File: src/rtl/dispense_motor_arbiter.sv
// rtl/dispense_motor_arbiter.sv - round-robin motor driver arbiter with jam timeout, cooldown and sticky faults
module dispense_motor_arbiter #(
  parameter int RUN_TICKS = 8,
  parameter int GAP_TICKS = 2,
  parameter int CW        = 4
) (
  input  logic       CLK,
  input  logic       RESET,
  input  logic       TICK,
  input  logic [2:0] REQ,
  input  logic       PROD,
  input  logic       CLR,
  output logic [2:0] GNT,
  output logic [2:0] MOT,
  output logic [2:0] ACK,
  output logic [2:0] FLT,
  output logic       BUSY,
  output logic [1:0] ST
);

  typedef enum logic [1:0] {
    S_IDLE = 2'b00,
    S_RUN  = 2'b01,
    S_GAP  = 2'b10,
    S_BAD  = 2'b11
  } state_t;

  localparam logic [CW-1:0] RUN_LAST = CW'(RUN_TICKS - 1);
  localparam logic [CW-1:0] GAP_LAST = CW'(GAP_TICKS - 1);

  state_t        st_q, st_d;
  logic [2:0]    gnt_q, gnt_d;
  logic [2:0]    ack_q, ack_d;
  logic [2:0]    flt_q, flt_d;
  logic [2:0]    cur_q, cur_d;    // one-hot channel of the vend in progress
  logic [2:0]    last_q, last_d;  // one-hot channel served most recently
  logic [CW-1:0] cnt_q, cnt_d;
  logic          busy_q, busy_d;
  logic [2:0]    elig;
  logic [2:0]    pick;

  assign elig = REQ & ~flt_q;

  // Round-robin pick: first eligible channel after the one served last.
  always_comb begin
    pick = 3'b000;
    case (last_q)
      3'b001: begin
        if      (elig[1]) pick = 3'b010;
        else if (elig[2]) pick = 3'b100;
        else if (elig[0]) pick = 3'b001;
      end
      3'b010: begin
        if      (elig[2]) pick = 3'b100;
        else if (elig[0]) pick = 3'b001;
        else if (elig[1]) pick = 3'b010;
      end
      default: begin
        if      (elig[0]) pick = 3'b001;
        else if (elig[1]) pick = 3'b010;
        else if (elig[2]) pick = 3'b100;
      end
    endcase
  end

  // Next-state and next-output logic; a fault set on the same edge as CLR survives.
  always_comb begin
    st_d   = st_q;
    gnt_d  = gnt_q;
    ack_d  = 3'b000;
    cnt_d  = cnt_q;
    cur_d  = cur_q;
    last_d = last_q;
    flt_d  = CLR ? 3'b000 : flt_q;
    case (st_q)
      S_IDLE: begin
        if (pick != 3'b000) begin
          gnt_d = pick;
          cur_d = pick;
          cnt_d = '0;
          st_d  = S_RUN;
        end
      end
      S_RUN: begin
        if (PROD) begin
          ack_d = cur_q;
          gnt_d = 3'b000;
          cnt_d = '0;
          st_d  = S_GAP;
        end else if (TICK) begin
          if (cnt_q == RUN_LAST) begin
            flt_d = flt_d | cur_q;
            gnt_d = 3'b000;
            cnt_d = '0;
            st_d  = S_GAP;
          end else begin
            cnt_d = cnt_q + CW'(1);
          end
        end
      end
      S_GAP: begin
        if (TICK) begin
          if (cnt_q == GAP_LAST) begin
            last_d = cur_q;
            cnt_d  = '0;
            st_d   = S_IDLE;
          end else begin
            cnt_d = cnt_q + CW'(1);
          end
        end
      end
      default: begin
        gnt_d = 3'b000;
        cnt_d = '0;
        st_d  = S_IDLE;
      end
    endcase
    busy_d = (st_d == S_RUN) || (st_d == S_GAP);
  end

  // State and output registers; reset drops the motor without waiting for a clock.
  always_ff @(posedge CLK or negedge RESET) begin
    if (!RESET) begin
      st_q   <= S_IDLE;
      gnt_q  <= 3'b000;
      ack_q  <= 3'b000;
      flt_q  <= 3'b000;
      cur_q  <= 3'b000;
      last_q <= 3'b100;
      cnt_q  <= '0;
      busy_q <= 1'b0;
    end else begin
      st_q   <= st_d;
      gnt_q  <= gnt_d;
      ack_q  <= ack_d;
      flt_q  <= flt_d;
      cur_q  <= cur_d;
      last_q <= last_d;
      cnt_q  <= cnt_d;
      busy_q <= busy_d;
    end
  end

  assign GNT  = gnt_q;
  assign MOT  = gnt_q;
  assign ACK  = ack_q;
  assign FLT  = flt_q;
  assign BUSY = busy_q;
  assign ST   = st_q;

endmodule
File: config.mk
export PLATFORM = sky130hd
export DESIGN_NAME = dispense_motor_arbiter
export DESIGN_NICKNAME = d
export VERILOG_FILES = /design/src/rtl/dispense_motor_arbiter.sv
export SDC_FILE = /design/constraint.sdc
export NUM_CORES = 1
export LEC_CHECK = 0
export ABC_CLOCK_PERIOD_IN_PS = 2100
export BUFFER_PORTS_ARGS = -buffer_cell sky130_fd_sc_hd__buf_2
export CORE_MARGIN = 5
export CORE_UTILIZATION = 35
export CTS_CLUSTER_DIAMETER = 100
export DETAILED_ROUTE_END_ITERATION = 16
export MAX_ROUTING_LAYER = met4
export PLACE_DENSITY = 0.59
export SKIP_LAST_GASP = 1
export SLEW_MARGIN = 20
export SYNTH_ARGS = -nofsm -noshare
export SYNTH_HDL_FRONTEND = slang
export SYNTH_SLANG_ARGS = --single-unit
File: constraint.sdc
create_clock -name CLK -period 2.1 [get_ports CLK]
set_input_delay 0.42 -clock CLK [delete_from_list [all_inputs] [get_ports CLK]]
set_output_delay 0.42 -clock CLK [all_outputs]
set_load 0.02 [all_outputs]
==> impl_results.md, run 1 <==
* Status: complete, no violations
* Longest Clk Path Bufs at 2
* Num CTS Buffers at 3
* Final Hold Viols at 0
* Critical path endpoint category: register
* Max-slew violation count at 0
* Synth Cell Area at 1260 sq um
* Number of synthesized register bits at 22
* Die area at 4910 sq um
* Max-slew headroom at the worst pin at 66.7%
* Total routing usage reported by global routing at 12.3%
* Routed len/inst at 14.6 um
* Starting Density at 37.0%
* Sequential area share after synthesis at 43.7%
* Actual transition at the worst max-transition pin at 0.500 ns
* Crit Path Class: register to register
* Power density over cell area at 1120 nW/um^2
* Number of clock sinks at 22
* Leakage at 0.718 nW
* Critical path data required time at 2.31 ns
* Number of failing setup endpoints in the final timing report at 0
* Average cell area after synthesis at 10.4 sq um
* Slowest cell on crit path: sky130_fd_sc_hd__dfrtp_1
* Detailed-routing iteration count for the pre-antenna-repair pass at 4
* Delay of the slowest cell on the worst path at 0.43 ns
* Nets@finish at 161
* Via count of the first global-routing pass at 1021
* Final period utilization at 90.6%
* Total number of yosys warnings at 0
* CTS Hold Buffers Added at 0
* Number of synthesized flops with an enable pin at 0
* Clock Root Buffer: sky130_fd_sc_hd__clkbuf_4
* Leftover overflow at the end of global routing at 0
* Count of antenna-violating nets left after detailed routing at 0
* Kind of start point of the critical path: register
* F_max at 526 MHz
* Hold Path Class: input pin to asynchronous set/reset pin
* HPWL reported at the end of detailed placement at 2.22 mm
* Detailed router's first-iteration violation count at 38
* Syn nets at 135
* Maximum vdd ir drop at 0.518 mV
* Die height at 70.1 um
* Post-route clock skew at 0.00439 ns
* Port bufs at 22
* Commonest register cell after synthesis: sky130_fd_sc_hd__dfrtp_1
* Mean number of vias per cell at 5.27
* Count of pins on the block boundary at 23
* Reg-to-reg setup timing slack at 0.20 ns
* TritonCTS clock tree: built
* Worst reg2reg endpoint: BUSY$_DFF_PN0_
* Total via count in the routed design at 1011
* Crit-path cells: inv_1 > ha_1 > nor3b_2 > nand2_1 > a211oi_2 > and2b_1 > a2bb2oi_2
* Post-synthesis to final-layout area growth at 14.8%
* Count of mapped cells out of synthesis at 121
* Cell with the most instances after synthesis: sky130_fd_sc_hd__dfrtp_1
* Max capacitance violation total at 0
* Count of standard-cell rows at 21
* Total wire length at 2.80 mm
* Sum of internal, switching and leakage power at 1.62 mW
* Number of diodes at 0
* Number of cells on the worst reg-to-reg path at 7
* Number of gates resized after cts at 0
* Final Instance Area at 1450 sq um
* Most used standard cells in the synthesized netlist: 21 x sky130_fd_sc_hd__dfrtp_1, 11 x sky130_fd_sc_hd__nand2_1, 9 x sky130_fd_sc_hd__inv_1
* Standard cell core area at 3420 sq um
* Final critical-path required period at 1.90 ns
* First-pass GRT wire length at 4.77 mm
* Share of the synthesized area in the top cell type at 41.6%
* Worst EP arrival at 2.11 ns
* H-Tree Level Count at 1
* Setup Fix Bufs, Post-CTS at 0
* DRC at 0
* Insertion delay to the later sink of the worst-skew pair at 0.31 ns
* Aggregate negative setup slack at 0 ns
* Dominant cells by area after synthesis: sky130_fd_sc_hd__dfrtp_1 42%, sky130_fd_sc_hd__ha_1 5.9%, sky130_fd_sc_hd__mux2_2 5.4%, sky130_fd_sc_hd__nand2_1 3.3%, sky130_fd_sc_hd__o21ai_0 2.8%
* Pin count of the biggest net entering global routing at 23
* Number of antenna violations at the first check in global routing at 0
* Final RePlAce weighted congestion at 0.801
* Post-synthesis async set-or-reset flop share at 100%
* Utilization after layout at 42.4%
* Fraction of final layout cells with drive strength greater than 1 at 29.5%
* Critical path launch point: cnt_q[1]$_DFFE_PN0P_
* Largest fanout on the critical path at 4
* Leading area contributor after synthesis: sky130_fd_sc_hd__dfrtp_1
* Critical path capture point: BUSY$_DFF_PN0_
* Clock-pin slew reported for the worst setup and hold paths after clock tree synthesis at 0.13 ns
* Reg2Reg Launch Point: cnt_q[1]$_DFFE_PN0P_
* RSZ-0062 raised after global routing: false
* Die boundary width at 70.1 um
* Yosys cell types at 41
* DP Area at 1420 sq um
==> logic make-up (layout without fill, tap and decap cells) <==
| kind of cell | Yosys count | count (layout) | synth area share, % |
|---|---|---|---|
| and+or+nand+nor | 45 | 45 | 22.5 |
| AOI/OAI and AO/OA | 29 | 29 | 17.3 |
| DFF | 22 | 22 | 43.7 |
| buffers and inverters | 12 | 37 | 4.46 |
| adders and majority gates | 6 | 6 | 5.95 |
| muxes | 6 | 6 | 5.35 |
| xor gates and xnor gates | 1 | 1 | 0.694 |
==> layer usage <==
metal	wire length (um)	global-route usage, %
met5	0	-
met4	34	4.26
met3	68	1.58
met2	1370	20.9
met1	1330	15.2
==> area by class of cell <==
type / instances / area [sq um]
sequential: 22 / 552
multi-input combinational: 87 / 654
inverter: 9 / 33.8
tap: 46 / 57.6
fill: 353 / 1970
timing repair buffer: 24 / 125
clock buffer: 4 / 26.3
==> layout by cell type (no fill, tap or decap), drive strengths merged, types with 2 or more instances in the layout <==
cell type / netlist / final
o21ai: 10 / 10
and3: 4 / 4
o21a: 2 / 2
nor4: 3 / 3
mux2: 6 / 6
a21oi: 3 / 3
ha: 6 / 6
nor2: 4 / 4
a2bb2oi: 2 / 2
clkbuf: 0 / 4
and2b: 2 / 2
dfrtp: 21 / 21
a21o: 4 / 4
nor2b: 3 / 3
nand3: 2 / 2
inv: 9 / 9
nand2: 11 / 11
nor3: 3 / 3
nand2b: 5 / 5
o31ai: 2 / 2
nor3b: 2 / 2
buf: 3 / 24
==> power breakdown <==
group,leakage (nW),internal (mW),switching [mW]
sequential,0.292,0.528,0.0971
combinational,0.411,0.339,0.448
clock,0.0150,0.0740,0.130
==> flip-flops by register name, summed over array words and instances, names as in the netlist <==
register	flops
GNT	3
cnt_q	4
last_q	3
ST	2
ACK	3
BUSY	1
cur_q	3
FLT	3
==> worst min path at each step <==
| stage | start | endpoint | slack (ns) | depth (start not counted) |
|---|---|---|---|---|
| 3_3_place_gp | RESET | FLT[1]$_DFF_PN0_ | 0.41 | 1 |
| 4_1_cts | RESET | BUSY$_DFF_PN0_ | 0.08 | 1 |
| 5_1_grt | RESET | BUSY$_DFF_PN0_ | 0.10 | 1 |
| 6_report | RESET | BUSY$_DFF_PN0_ | 0.06 | 1 |
| 2_1_floorplan | RESET | ACK[0]$_DFF_PN0_ | 0.12 | 0 |
| 3_5_place_dp | RESET | FLT[2]$_DFF_PN0_ | 0.42 | 1 |
==> worst max-delay path, delay by kind of cell (launching register included) <==
| kind | cells | cell delay (ns) |
|---|---|---|
| AND/OR/NAND/NOR | 3 | 0.64 |
| AO/OA/AOI/OAI | 2 | 0.52 |
| adder cells (fa/ha/maj) | 1 | 0.14 |
| buffers and inverters | 1 | 0.07 |
| flip-flops | 1 | 0.43 |
==> per-stage QoR <==
step                      std cells  hold WS [ns]  setup WS (ns)
after floorplan                 121         0.124          0.179
after CTS                       192        0.0756          0.173
after global routing            192         0.102         0.0596
after global placement          188         0.409          0.239
after detailed placement        188         0.425          0.210
final                           192        0.0574          0.197
No activity file was read; power rests on OpenSTA's default activity.
==> inputs of run 2 (changes only) <==
ABC_CLOCK_PERIOD_IN_PS = 1800   (was 2100)
CTS_CLUSTER_SIZE = 28   (was default)
clock period = 1.8 ns   (was 2.1 ns; I/O delays follow)
==> run 2 against run 1 <==
Compared with the run above:
- the flow now finishes with violations (hold timing)
- register-to-register slack worse by 0.16 ns
- sequential power up 17%
- utilization up 6.1 points
- first-iteration DRC count down 42%
- cell count up 7.8%
- critical path type unchanged
==> impl_results.md, run 2 (synthesis results as in run 1) <==
* Status: finished, violations left
* Violated checks: hold timing
* Largest fanout on the critical path at 6
* Crit Path Class: register to register
* Count of pins on the block boundary at 23
* HPWL reported at the end of detailed placement at 2.23 mm
* First-pass GRT wire length at 4.93 mm
* Pin count of the biggest net entering global routing at 23
* Total via count in the routed design at 1023
* Final Hold Viols at 12
* Max FFs per register at 4
* Fraction of final layout cells with drive strength greater than 1 at 46.0%
* Number of cells on the worst reg-to-reg path at 7
* Longest Clk Path Bufs at 2
* Total wire length at 2.85 mm
* TritonCTS clock tree: built
* Actual transition at the worst max-transition pin at 0.506 ns
* CTS Hold Buffers Added at 0
* Mean number of vias per cell at 4.94
* Num CTS Buffers at 3
* Final period utilization at 97.6%
* Insertion delay to the later sink of the worst-skew pair at 0.31 ns
* Count of placed standard cells including taps at 199
* Register with the most flip-flops: cnt_q
* Leading cell types in the layout, fill and taps excluded: 22 x sky130_fd_sc_hd__buf_2, 19 x sky130_fd_sc_hd__dfrtp_1, 17 x sky130_fd_sc_hd__buf_4
* Nets@finish at 176
* FILL cells at 329
* Final critical-path required period at 1.76 ns
* Most common library cell in the layout ignoring fill and taps: sky130_fd_sc_hd__buf_2
* Post-synthesis to final-layout area growth at 31.3%
* Via count of the first global-routing pass at 1071
* Die height at 70.1 um
* Worst EP arrival at 1.97 ns
* Final instance count without filler cells at 207
* Leakage at 0.811 nW
* Routed len/inst at 13.7 um
* Total routing usage reported by global routing at 12.7%
* Standard cell core area at 3420 sq um
* Starting Density at 37.0%
* Critical path endpoint category: register
* Most frequent cell on the critical path: sky130_fd_sc_hd__inv_2
* Hold Path Class: input pin to asynchronous set/reset pin
* F_max at 569 MHz
* Die boundary width at 70.1 um
* Kind of start point of the critical path: register
* Final RePlAce weighted congestion at 0.925
* Leftover overflow at the end of global routing at 0
* Count of standard-cell rows at 21
* Maximum vdd ir drop at 0.634 mV
* Port bufs at 22
* Count of antenna-violating nets left after detailed routing at 0
* Crit-path cells: inv_2 > ha_2 > inv_2 > or3_4 > and2_4 > o31ai_4 > a2bb2oi_2
* H-Tree Level Count at 1
* Number of diodes at 0
* Max capacitance violation total at 0
* Detailed router's first-iteration violation count at 22
* Detailed-routing iteration count for the pre-antenna-repair pass at 4
* Clock-pin slew reported for the worst setup and hold paths after clock tree synthesis at 0.13 ns
* Die area at 4910 sq um
* Number of clock sinks at 22
* Number of failing setup endpoints in the final timing report at 0
* Max-slew headroom at the worst pin at 66.3%
* DRC at 0
* Clock Root Buffer: sky130_fd_sc_hd__clkbuf_4
* Critical path data required time at 2.02 ns
* Post-route clock skew at 0.0100 ns
* Slowest cell on crit path: sky130_fd_sc_hd__dfrtp_2
* Power density over cell area at 1350 nW/um^2
* Delay of the slowest cell on the worst path at 0.49 ns
* Number of antenna violations at the first check in global routing at 0
* Max-slew violation count at 0
* RSZ-0062 raised after global routing: true
* Worst hold-check slack at -0.0112 ns
## run 2: cell types whose count changed in the layout (fill, tap and decap cells not counted), sizes merged
| cell | previous run | this run |
|---|---|---|
| buf | 24 | 39 |
| bufinv | 0 | 1 |
| clkbuf | 4 | 3 |
## run 2: layout make-up
cell class | instances | area (sq um) | share of cell area [%]
tap | 46 | 57.6 | 3.47
timing repair buffer | 39 | 238 | 14.3
clock inverter | 1 | 30.0 | 1.81
multi-input combinational | 87 | 722 | 43.5
sequential | 22 | 554 | 33.4
inverter | 9 | 33.8 | 2.04
clock buffer | 3 | 22.5 | 1.36
## run 2: layer usage
metal  track usage [%]  vias up  share of wire, %
met2              21.1       16                49
met5                 -        -                 0
met3              1.43        4               2.7
li1                  -      507                 -
met4              5.11        0               1.4
met1              15.8      496                46
## run 2: path summary, 6_finish.rpt
kind | start | to | slack, ns
max | ST[0]$_DFF_PN0_ | BUSY$_DFF_PN0_ | 0.04
max in group asynchronous | RESET | ST[1]$_DFF_PN0_ | 1.43
min | RESET | GNT[1]$_DFFE_PN0P_ | -0.01
min in group CLK | CLR | FLT[1]$_DFF_PN0_ | 0.24
max reg2reg | ST[0]$_DFF_PN0_ | BUSY$_DFF_PN0_ | 0.04
min reg2reg | GNT[2]$_DFFE_PN0P_ | GNT[2]$_DFFE_PN0P_ | 0.55
## run 2: worst max-delay path: cells and delay by family (launching register included)
family,cells,cell delay [ns]
flops,1,0.49
simple gates,2,0.55
buf+inv,2,0.16
fa+ha+maj,1,0.19
compound gates,2,0.28
## run 2: repair_timing
item	CTS	global route
buffers inserted	2	2
setup endpoints to repair	1	4
gates resized for setup	5	10
pin swaps	1	6
## run 2: where the power goes
part | internal (mW) | switching, mW
Combinational | 0.551 | 0.573
Clock | 0.225 | 0.157
Sequential | 0.619 | 0.116
Total | 1.39 | 0.846
## run 2: stage by stage
stage	setup slack (ns)	setup TNS, ns	util, %	power, mW	instance area (sq um)
after floorplan	0.00417	0	-	1.44	1270
after global placement	0.0416	0	44.4	1.72	1520
after detailed placement	-0.00563	-0.00563	44.4	1.75	1520
after CTS	0.00441	0	47.3	2.19	1620
after global routing	-0.0215	-0.0347	48.5	2.39	1660
final	0.0424	0	48.5	2.24	1660
